--- src/rtl/date_pkg.sv ---
// Shared widths, FSM states and calendar constants for the date-setting controller.
package date_pkg;

  localparam int unsigned YearW  = 12;
  localparam int unsigned MonthW = 4;
  localparam int unsigned DayW   = 5;

  localparam logic [YearW-1:0] YearMax = 12'd4095;

  localparam logic [MonthW-1:0] MonJan = 4'd1;
  localparam logic [MonthW-1:0] MonFeb = 4'd2;
  localparam logic [MonthW-1:0] MonMar = 4'd3;
  localparam logic [MonthW-1:0] MonApr = 4'd4;
  localparam logic [MonthW-1:0] MonMay = 4'd5;
  localparam logic [MonthW-1:0] MonJun = 4'd6;
  localparam logic [MonthW-1:0] MonJul = 4'd7;
  localparam logic [MonthW-1:0] MonAug = 4'd8;
  localparam logic [MonthW-1:0] MonSep = 4'd9;
  localparam logic [MonthW-1:0] MonOct = 4'd10;
  localparam logic [MonthW-1:0] MonNov = 4'd11;
  localparam logic [MonthW-1:0] MonDec = 4'd12;

  localparam logic [DayW-1:0] DaysLong  = 5'd31;
  localparam logic [DayW-1:0] DaysShort = 5'd30;
  localparam logic [DayW-1:0] DaysFeb   = 5'd28;

  typedef enum logic [2:0] {
    StIdle,
    StSetYear,
    StSetMonth,
    StSetDay,
    StCommit
  } state_e;

endpackage

--- src/rtl/date_max_day.sv ---
// Month to days-in-month lookup; invalid months return 0. Leap years are not modelled.
module date_max_day
  import date_pkg::*;
(
  input  logic [MonthW-1:0] i_month,
  output logic [DayW-1:0]   o_max_day
);

  always_comb begin
    o_max_day = '0;
    case (i_month)
      MonJan, MonMar, MonMay, MonJul, MonAug, MonOct, MonDec: o_max_day = DaysLong;
      MonApr, MonJun, MonSep, MonNov:                         o_max_day = DaysShort;
      MonFeb:                                                 o_max_day = DaysFeb;
      default:                                                o_max_day = '0;
    endcase
  end

endmodule

--- src/rtl/date_set_ctrl.sv ---
// Button-driven date editor: walks year/month/day fields, then strobes the edit buffer
// into the date counter. Idle edits are abandoned after TIMEOUT_CYC cycles.
module date_set_ctrl
  import date_pkg::*;
#(
  parameter int unsigned TIMEOUT_CYC = 50_000_000
) (
  input  logic              clk,
  input  logic              rst,
  input  logic              btn_mode,
  input  logic              btn_inc,
  input  logic              btn_dec,
  input  logic              en_day_in,
  input  logic [YearW-1:0]  cur_year,
  input  logic [MonthW-1:0] cur_month,
  input  logic [DayW-1:0]   cur_day,
  output logic              en_day,
  output logic              set_date,
  output logic [20:0]       bin_date,
  output logic [1:0]        edit_field
);

  localparam int unsigned TmoW = (TIMEOUT_CYC > 2) ? $clog2(TIMEOUT_CYC) : 1;
  localparam logic [TmoW-1:0] TmoLast = TmoW'(TIMEOUT_CYC - 1);

  state_e              r_state, w_state_next;
  logic [YearW-1:0]    r_year, w_year_next;
  logic [MonthW-1:0]   r_month, w_month_next, w_month_step;
  logic [DayW-1:0]     r_day, w_day_next;
  logic [TmoW-1:0]     r_tmo, w_tmo_next;
  logic [DayW-1:0]     w_max_cur, w_max_new;
  logic                w_btn_any, w_inc, w_dec;

  assign w_btn_any = btn_mode | btn_inc | btn_dec;
  // Mode wins over inc/dec; inc and dec together cancel.
  assign w_inc     = btn_inc & ~btn_dec & ~btn_mode;
  assign w_dec     = btn_dec & ~btn_inc & ~btn_mode;

  date_max_day u_max_cur (
    .i_month  (r_month),
    .o_max_day(w_max_cur)
  );

  // Looks up the month the step is about to produce, so the day clamps in the same cycle.
  date_max_day u_max_new (
    .i_month  (w_month_step),
    .o_max_day(w_max_new)
  );

  always_comb begin
    w_month_step = r_month;
    if (r_month == '0 || r_month > MonDec) begin
      w_month_step = MonJan;
    end else if (w_inc) begin
      w_month_step = (r_month == MonDec) ? MonJan : r_month + 4'd1;
    end else begin
      w_month_step = (r_month == MonJan) ? MonDec : r_month - 4'd1;
    end
  end

  always_comb begin
    w_state_next = r_state;
    w_year_next  = r_year;
    w_month_next = r_month;
    w_day_next   = r_day;
    w_tmo_next   = '0;
    unique case (r_state)
      StIdle: begin
        if (btn_mode) begin
          w_year_next  = cur_year;
          w_month_next = cur_month;
          w_day_next   = cur_day;
          w_state_next = StSetYear;
        end
      end
      StSetYear, StSetMonth, StSetDay: begin
        if (w_btn_any) begin
          w_tmo_next = '0;
        end else if (r_tmo == TmoLast) begin
          w_state_next = StIdle;
        end else begin
          w_tmo_next = r_tmo + 1'b1;
        end
        if (btn_mode) begin
          unique case (r_state)
            StSetYear:  w_state_next = StSetMonth;
            StSetMonth: w_state_next = StSetDay;
            default:    w_state_next = StCommit;
          endcase
        end else if (w_inc || w_dec) begin
          unique case (r_state)
            StSetYear: begin
              if (w_inc) w_year_next = (r_year == YearMax) ? YearW'(1) : r_year + YearW'(1);
              else       w_year_next = (r_year <= YearW'(1)) ? YearMax : r_year - YearW'(1);
            end
            StSetMonth: begin
              w_month_next = w_month_step;
              w_day_next   = (r_day > w_max_new) ? w_max_new : r_day;
            end
            default: begin
              if (w_inc) w_day_next = (r_day >= w_max_cur) ? DayW'(1) : r_day + DayW'(1);
              else if (r_day <= DayW'(1) || r_day > w_max_cur) w_day_next = w_max_cur;
              else w_day_next = r_day - DayW'(1);
            end
          endcase
        end
      end
      StCommit: w_state_next = StIdle;
      default:  w_state_next = StIdle;
    endcase
  end

  always_ff @(posedge clk or posedge rst) begin
    if (rst) begin
      r_state <= StIdle;
      r_year  <= '0;
      r_month <= '0;
      r_day   <= '0;
      r_tmo   <= '0;
    end else begin
      r_state <= w_state_next;
      r_year  <= w_year_next;
      r_month <= w_month_next;
      r_day   <= w_day_next;
      r_tmo   <= w_tmo_next;
    end
  end

  always_comb begin
    edit_field = 2'd0;
    unique case (r_state)
      StSetYear:  edit_field = 2'd1;
      StSetMonth: edit_field = 2'd2;
      StSetDay:   edit_field = 2'd3;
      default:    edit_field = 2'd0;
    endcase
  end

  assign bin_date = {r_year, r_month, r_day};
  assign set_date = (r_state == StCommit);
  assign en_day   = en_day_in & ~rst & (r_state == StIdle);

endmodule

--- config.mk ---
export PLATFORM = sky130hd
export DESIGN_NAME = date_set_ctrl
export DESIGN_NICKNAME = d
export VERILOG_FILES = /design/src/rtl/date_pkg.sv /design/src/rtl/date_max_day.sv /design/src/rtl/date_set_ctrl.sv
export SDC_FILE = /design/constraint.sdc
export NUM_CORES = 1
export LEC_CHECK = 0
export ABC_AREA = 1
export CAP_MARGIN = 10
export CORE_ASPECT_RATIO = 1.5
export CORE_MARGIN = 2
export CORE_UTILIZATION = 57
export DETAILED_ROUTE_END_ITERATION = 7
export PLACE_DENSITY = 0.9
export SYNTH_ARGS = -nofsm -noshare
export SYNTH_HDL_FRONTEND = slang
export SYNTH_HIERARCHICAL = 1
export SYNTH_SLANG_ARGS = --single-unit
export TNS_END_PERCENT = 100
--- constraint.sdc ---
create_clock -name clk -period 3.6 [get_ports clk]
set_input_delay 0.72 -clock clk [delete_from_list [all_inputs] [get_ports clk]]
set_output_delay 0.72 -clock clk [all_outputs]
set_load 0.05 [all_outputs]
; Word level (Yosys, flattened, before mapping)
; Memory sizes are Yosys's and may differ from the RTL's.
; Index checks and enable logic that the tools add are counted.
[classes]
n_eq_ne = 17
n_addsub = 7
magnitude_cmp = 6
bitwise_logic = 12
n_mux = 36
n_reduce_logical = 11
[op_table]
columns = cell, count
row1 = 2-to-1 mux 12 bit, 7
row2 = 2-to-1 mux 26 bit, 3
row3 = 2-to-1 mux 5 bit, 7
row4 = 2-to-1 mux 4 bit, 8
row5 = "adder 26 x 1 -> 26 bit, second input constant", 1
row6 = "equality test 26 bit, second input constant", 1
row7 = one-hot mux 12 bit (2 select lines), 1
row8 = one-hot mux 5 bit (2 select lines), 2
row9 = "adder 12 x 1 -> 12 bit, second input constant", 1
row10 = "equality test 12 bit, second input constant", 1
row11 = "less-or-equal comparator 12 x 1 -> 1 bit, second input constant", 1
row12 = 2-to-1 mux 3 bit, 4
row13 = "!= test 2 bit, second input constant", 6
row14 = one-hot mux 3 bit (2 select lines), 2
row15 = "subtractor 12 x 1 -> 12 bit, second input constant", 1
row16 = > comparator 5 bit, 2
row17 = AND reduction 5 bit, 2
row18 = "!= test 3 bit, second input constant", 3
row19 = one-hot mux 4 bit (2 select lines), 1
row20 = bitwise AND 1 bit, 6
row21 = "equality test 3 x 2 -> 1 bit, second input constant", 2
row22 = one-hot mux 2 bit (3 select lines), 1
row23 = AND reduction 6 bit, 1
row24 = "adder 5 x 1 -> 5 bit, second input constant", 1
row25 = 18 further kinds, 24
[word_totals]
mem_bits_ro = 160
out_inout_bits = 25
ff_bits = 50
mem_count = 2
[mem_list]
columns = memory, depth, word_bits, rd, rd_ports_with_merged_regs, wr, line_no
row1 = (name not given), 16, 5, 1, 0, 0, date_max_day.sv:11  ; case (i_month)
row2 = (name not given), 16, 5, 1, 0, 0, date_max_day.sv:11

; Logic depth before layout (Yosys ltp)
; An unclocked memory read counts as a cell.
[logic_depth]
word_depth = 12
ltp_mapped = 25

; Cells and area by module
; Netlist, hierarchy kept.
[modules_own_cells]
columns = mod, area_each_um2, cells_per_inst, n_inst
row1 = date_set_ctrl, 4286.6, 652, 1
row2 = date_max_day, 71.3, 16, 2

; Worst setup path after synthesis
; No wires, ideal clock.
[synth_timing]
path_kind = register -> register
startpoint = register r_month[0]
endpoint = register r_day[1]
path_slack_ns = 0.259
setup_time_ns = 0.122
path_stages_with_launch = 23
synth_period_minus_slack_ns = 3.341
t_arrival_ns = 3.218
cell_sequence = dfrtp_1 -> inv_1 -> ha_1 -> nand2_1 -> nor2_1 -> a21oi_1 -> nand3_1 -> o21ai_1 -> nand2_1 -> nand2_1 -> buf_4 -> inv_1 -> ha_1 -> nand2_1 -> inv_1 -> nand2_1 -> nand3_1 -> o21ai_0 -> nand2_1 -> nand2_2 -> inv_1 -> nor2_1 -> a21oi_1
[synth_rtl]
columns = item, line_no
row1 = from (decl), date_set_ctrl.sv:28  ; logic [MonthW-1:0] r_month, w_month_next, w_month_step;
row2 = from (signal assigned), date_set_ctrl.sv:123  ; r_month <= w_month_next;
row3 = subtractor 4 x 1 -> 4 bit (tied with other cells), date_set_ctrl.sv:57  ; w_month_step = (r_month == MonJan) ? MonDec : r_month - 4'd1;
row4 = "2-to-1 mux 4 bit, on equally long branches", "date_set_ctrl.sv:57, date_set_ctrl.sv:55"
row5 = 2-to-1 mux 4 bit, date_set_ctrl.sv:54  ; end else if (w_inc) begin
row6 = 2-to-1 mux 4 bit (*), date_set_ctrl.sv:52  ; if (r_month == '0 || r_month > MonDec) begin
row7 = net w_month_step[0], date_set_ctrl.sv:28
row8 = memory read (16 x 5 bit) (*), -
row9 = net w_max_new[2], date_set_ctrl.sv:31  ; logic [DayW-1:0] w_max_cur, w_max_new;
row10 = > comparator 5 bit (*), date_set_ctrl.sv:98  ; w_day_next = (r_day > w_max_new) ? w_max_new : r_day;
row11 = != test 3 bit (no line) (*), -
row12 = AND reduction 6 bit (no line) (*), -
row13 = to (signal assigned), date_set_ctrl.sv:124  ; r_day <= w_day_next;
row14 = to (decl), date_set_ctrl.sv:29  ; logic [DayW-1:0] r_day, w_day_next;
; The timed path passes the listed nets; every way through them passes the cells marked *. The select of a mux whose other input is x is not followed.
; A chain may end at the register's enable or synchronous reset.

; Final worst setup path
[layout_timing]
startpoint = input port btn_mode
endpoint = register r_day[3]
[layout_rtl]
columns = item, line_no
row1 = from (decl), date_set_ctrl.sv:10  ; input logic btn_mode,
row2 = NOT 1 bit, date_set_ctrl.sv:36  ; assign w_inc = btn_inc & ~btn_dec & ~btn_mode;
row3 = bitwise AND 1 bit, date_set_ctrl.sv:36
row4 = 2-to-1 mux 4 bit, date_set_ctrl.sv:54
row5 = 2-to-1 mux 4 bit, date_set_ctrl.sv:52
row6 = net w_month_step[2], date_set_ctrl.sv:28
row7 = memory read (16 x 5 bit), -
row8 = net w_max_new[2], date_set_ctrl.sv:31
row9 = > comparator 5 bit, date_set_ctrl.sv:98
row10 = != test 3 bit (no line), -
row11 = AND reduction 6 bit (no line), -
; The timed path passes the listed nets, and every way through them passes these cells. The select of a mux whose other input is x is not followed.

==> impl_metrics.toml <==
[final_layout]
mostFrequentLayoutCells = "nand2_1, nor2_1, inv_1, nand3_1, clkdlybuf4s50_1"
mostFrequentLayoutCell = "nand2_1"
diodes = 0
nets = 787
areaGrowthSynthToFinish_pct = 18.36
drive_gt1_share_pct = 8.637
fin_area_sq_um = 5243

[detailed_routing]
wl_per_cell_um = 15.08
route.detailed.drc = 0
vias_per_cell = 5.601
drt_iter0_markers = 253
detail-route-antenna-nets = 0
routed_wl_um = 12710
routed-via-count = 4722
first_pass_iters = 6

[floorplan]
dieArea_sq_um = 8507
io_pins = 52
row_count = 39
initial_core_util_pct = 58.56
die_x_um = 75.98
dieHeight_um = 112.0
core-area_sq_um = 7564

[logic_synthesis]
synth.avg_cell_area_sq_um = 6.476
ys_seq_area_share_pct = 28.25
synth_edf_count = 0
async_flop_share_pct = 100.0
synth_cell_types = 38
ys.flop_type = "dfrtp_1"
synth-seq-cells = 50
synth_warnings = 6
syn_area_sq_um = 4429
synth_nets = 731
synth_cells = 684

[min_path]
hold_class = "reg2reg"
hold_depth = 2

[worst_setup_path]
cp-startpoint = "btn_mode"
cp-endpoint = "r_day[3]"
r2r_cells = 23
crit_required_ns = 3.77
endpoint_kind = "flip-flop"
reg2reg_to = "r_day[3]"
arrival_ns = 3.47
crit_fanout = 10
path_class = "in2reg"
reg2reg_from = "r_month[1]"
reg2reg_slack_ns = 0.32
start_kind = "input port"

[timing]
slew_viol_final = 0
maxSlewHeadroom_pct = 61.88
finalHoldViolCount = 0
setup_viol = 0
fin_crit_sh_pct = 91.48
final.setup_skew_ns = 0.008193
fin_crit_ns = 3.293
max_freq_ghz = 0.3037
max_slew.worst_pin.slew_ns = 0.5666
final.setup.tns_ns = 0

[placed_design]
io_buffers = 51
gp_congestion = 0.9897
hpwl_um = 9530
dpl_cell_area_sq_um = 5047

[pwr]
irDropWorstVdd_mv = 0.6436
p_per_area_nw_per_um2 = 947.6
p_leak_nw = 2.495

[global_routing]
grt_pass1_vias = 4693
grt_overflow_total = 0
grt_max_degree = 39
grt.total_usage_pct = 29.67
grt_pass1_wl_um = 20730
antenna_found_initial = 0

[cts]
clk_pin_slew_worst_paths_ns = 0.07
htree_levels = 2
cts-buffers-inserted = 5
cts_sinks = 50
cts_root_buf = "clkbuf_16"
cts_buffer_depth = 2
cts_tree = "built"
clk_latency_ns = 0.30

[status]
status = "finished, final reports clean"

[flow_run]
drv_cap = 0
-- kinds of logic after synthesis --
family                     Yosys count  share of synthesized area (%)
AOI/OAI and AO/OA                   74                          9.294
xor gates and xnor gates            24                          4.746
adders and majority gates           20                          5.650
buffers and inverters              107                          10.03
DFF                                 50                          28.25
and+or+nand+nor                    409                          42.03
-- how the worst min path moves through the flow --
stage | from | end
global route | r_tmo[0] | r_tmo[0]
finish | r_state[0] | r_state[0]
floorplan | r_state[0] | r_state[0]
CTS | r_state[0] | r_state[0]
global placement | r_state[0] | r_state[0]
detailed placement | r_state[0] | r_state[0]
-- per-layer routing --
metal / track usage [%] / up-vias / share of wire [%]
li1: - / 2314 / -
met1: 31.58 / 2169 / 36
met2: 55.65 / 181 / 54
met3: 3.241 / 58 / 4.6
met4: 17.94 / 0 / 5.2
met5: 0 / - / 0
-- state kept, by name, summed over array words and instances (netlist names) --
signal / count
r_year: 12
r_month: 4
r_tmo: 26
r_day: 5
r_state: 3
-- report_power, final --
group / switching [mW] / leakage (nW) / total (mW) / internal (mW)
logic: 2.29 / 1.77 / 3.44 / 1.14
registers: 0.265 / 0.646 / 0.968 / 0.703
clock network: 0.229 / 0.0819 / 0.563 / 0.333
-- Yosys cell counts (all sizes together), types with 4 or more instances --
cell type / count / share of area (%)
a21oi: 26 / 3.0
a31oi: 4 / 0.56
buf: 11 / 1.9
dfrtp: 50 / 28
ha: 20 / 5.6
inv: 93 / 7.9
nand2: 181 / 16
nand3: 71 / 8.8
nand4: 10 / 1.4
nor2: 105 / 9.4
nor3: 28 / 4.5
o211ai: 5 / 0.85
o21ai: 29 / 3.3
o22ai: 5 / 0.71
or2: 5 / 0.71
xnor2: 8 / 1.6
xor2: 16 / 3.2
-- per-stage QoR --
stage	power [mW]	util (%)	cells	setup WS, ns	hold slack, ns
final	4.968	69.31	843	0.3068	0.5020
after global routing	5.388	69.31	843	-0.03574	0.5395
after CTS	4.907	69.03	841	0.2571	0.5049
after detailed placement	4.307	66.73	833	-0.02341	0.4898
after global placement	4.185	66.73	833	0.1534	0.4810
after floorplan	3.502	-	684	0.2594	0.4642
-- area by class of cell --
cell class	instances	area, sq um
Multi-Input combinational cell	527	2739
Timing Repair Buffer	63	600.6
Clock inverter	3	48.80
Tap cell	102	127.6
Fill cell	638	2321
Sequential cell	50	1252
Clock buffer	5	125.1
Inverter	93	349.1
-- repair_timing --
| item | 4_1_cts | 5_1_grt |
|---|---|---|
| hold buffers | 0 | 0 |
| resized for setup | 0 | 4 |
| endpoints found under the setup margin | 0 | 5 |
| buffers inserted | 0 | 2 |
-- worst max-delay path: stages --
cell,delay (ns)
clkdlybuf4s50_1,0.44
inv_2,0.12
nand3_2,0.12
buf_4,0.19
nand2_1,0.06
inv_1,0.04
nand3_1,0.07
nand3_1,0.10
inv_2,0.11
nor2_1,0.05
nand2_1,0.05
nand2_1,0.04
nand2_1,0.10
inv_1,0.07
ha_1,0.28
nand2_1,0.11
inv_1,0.06
nand2_1,0.06
nand3_1,0.08
o21ai_1,0.12
nand2_1,0.07
nand2_2,0.12
inv_1,0.10
nor2_1,0.12
a21oi_1,0.06
(Power assumes the default switching activity.)
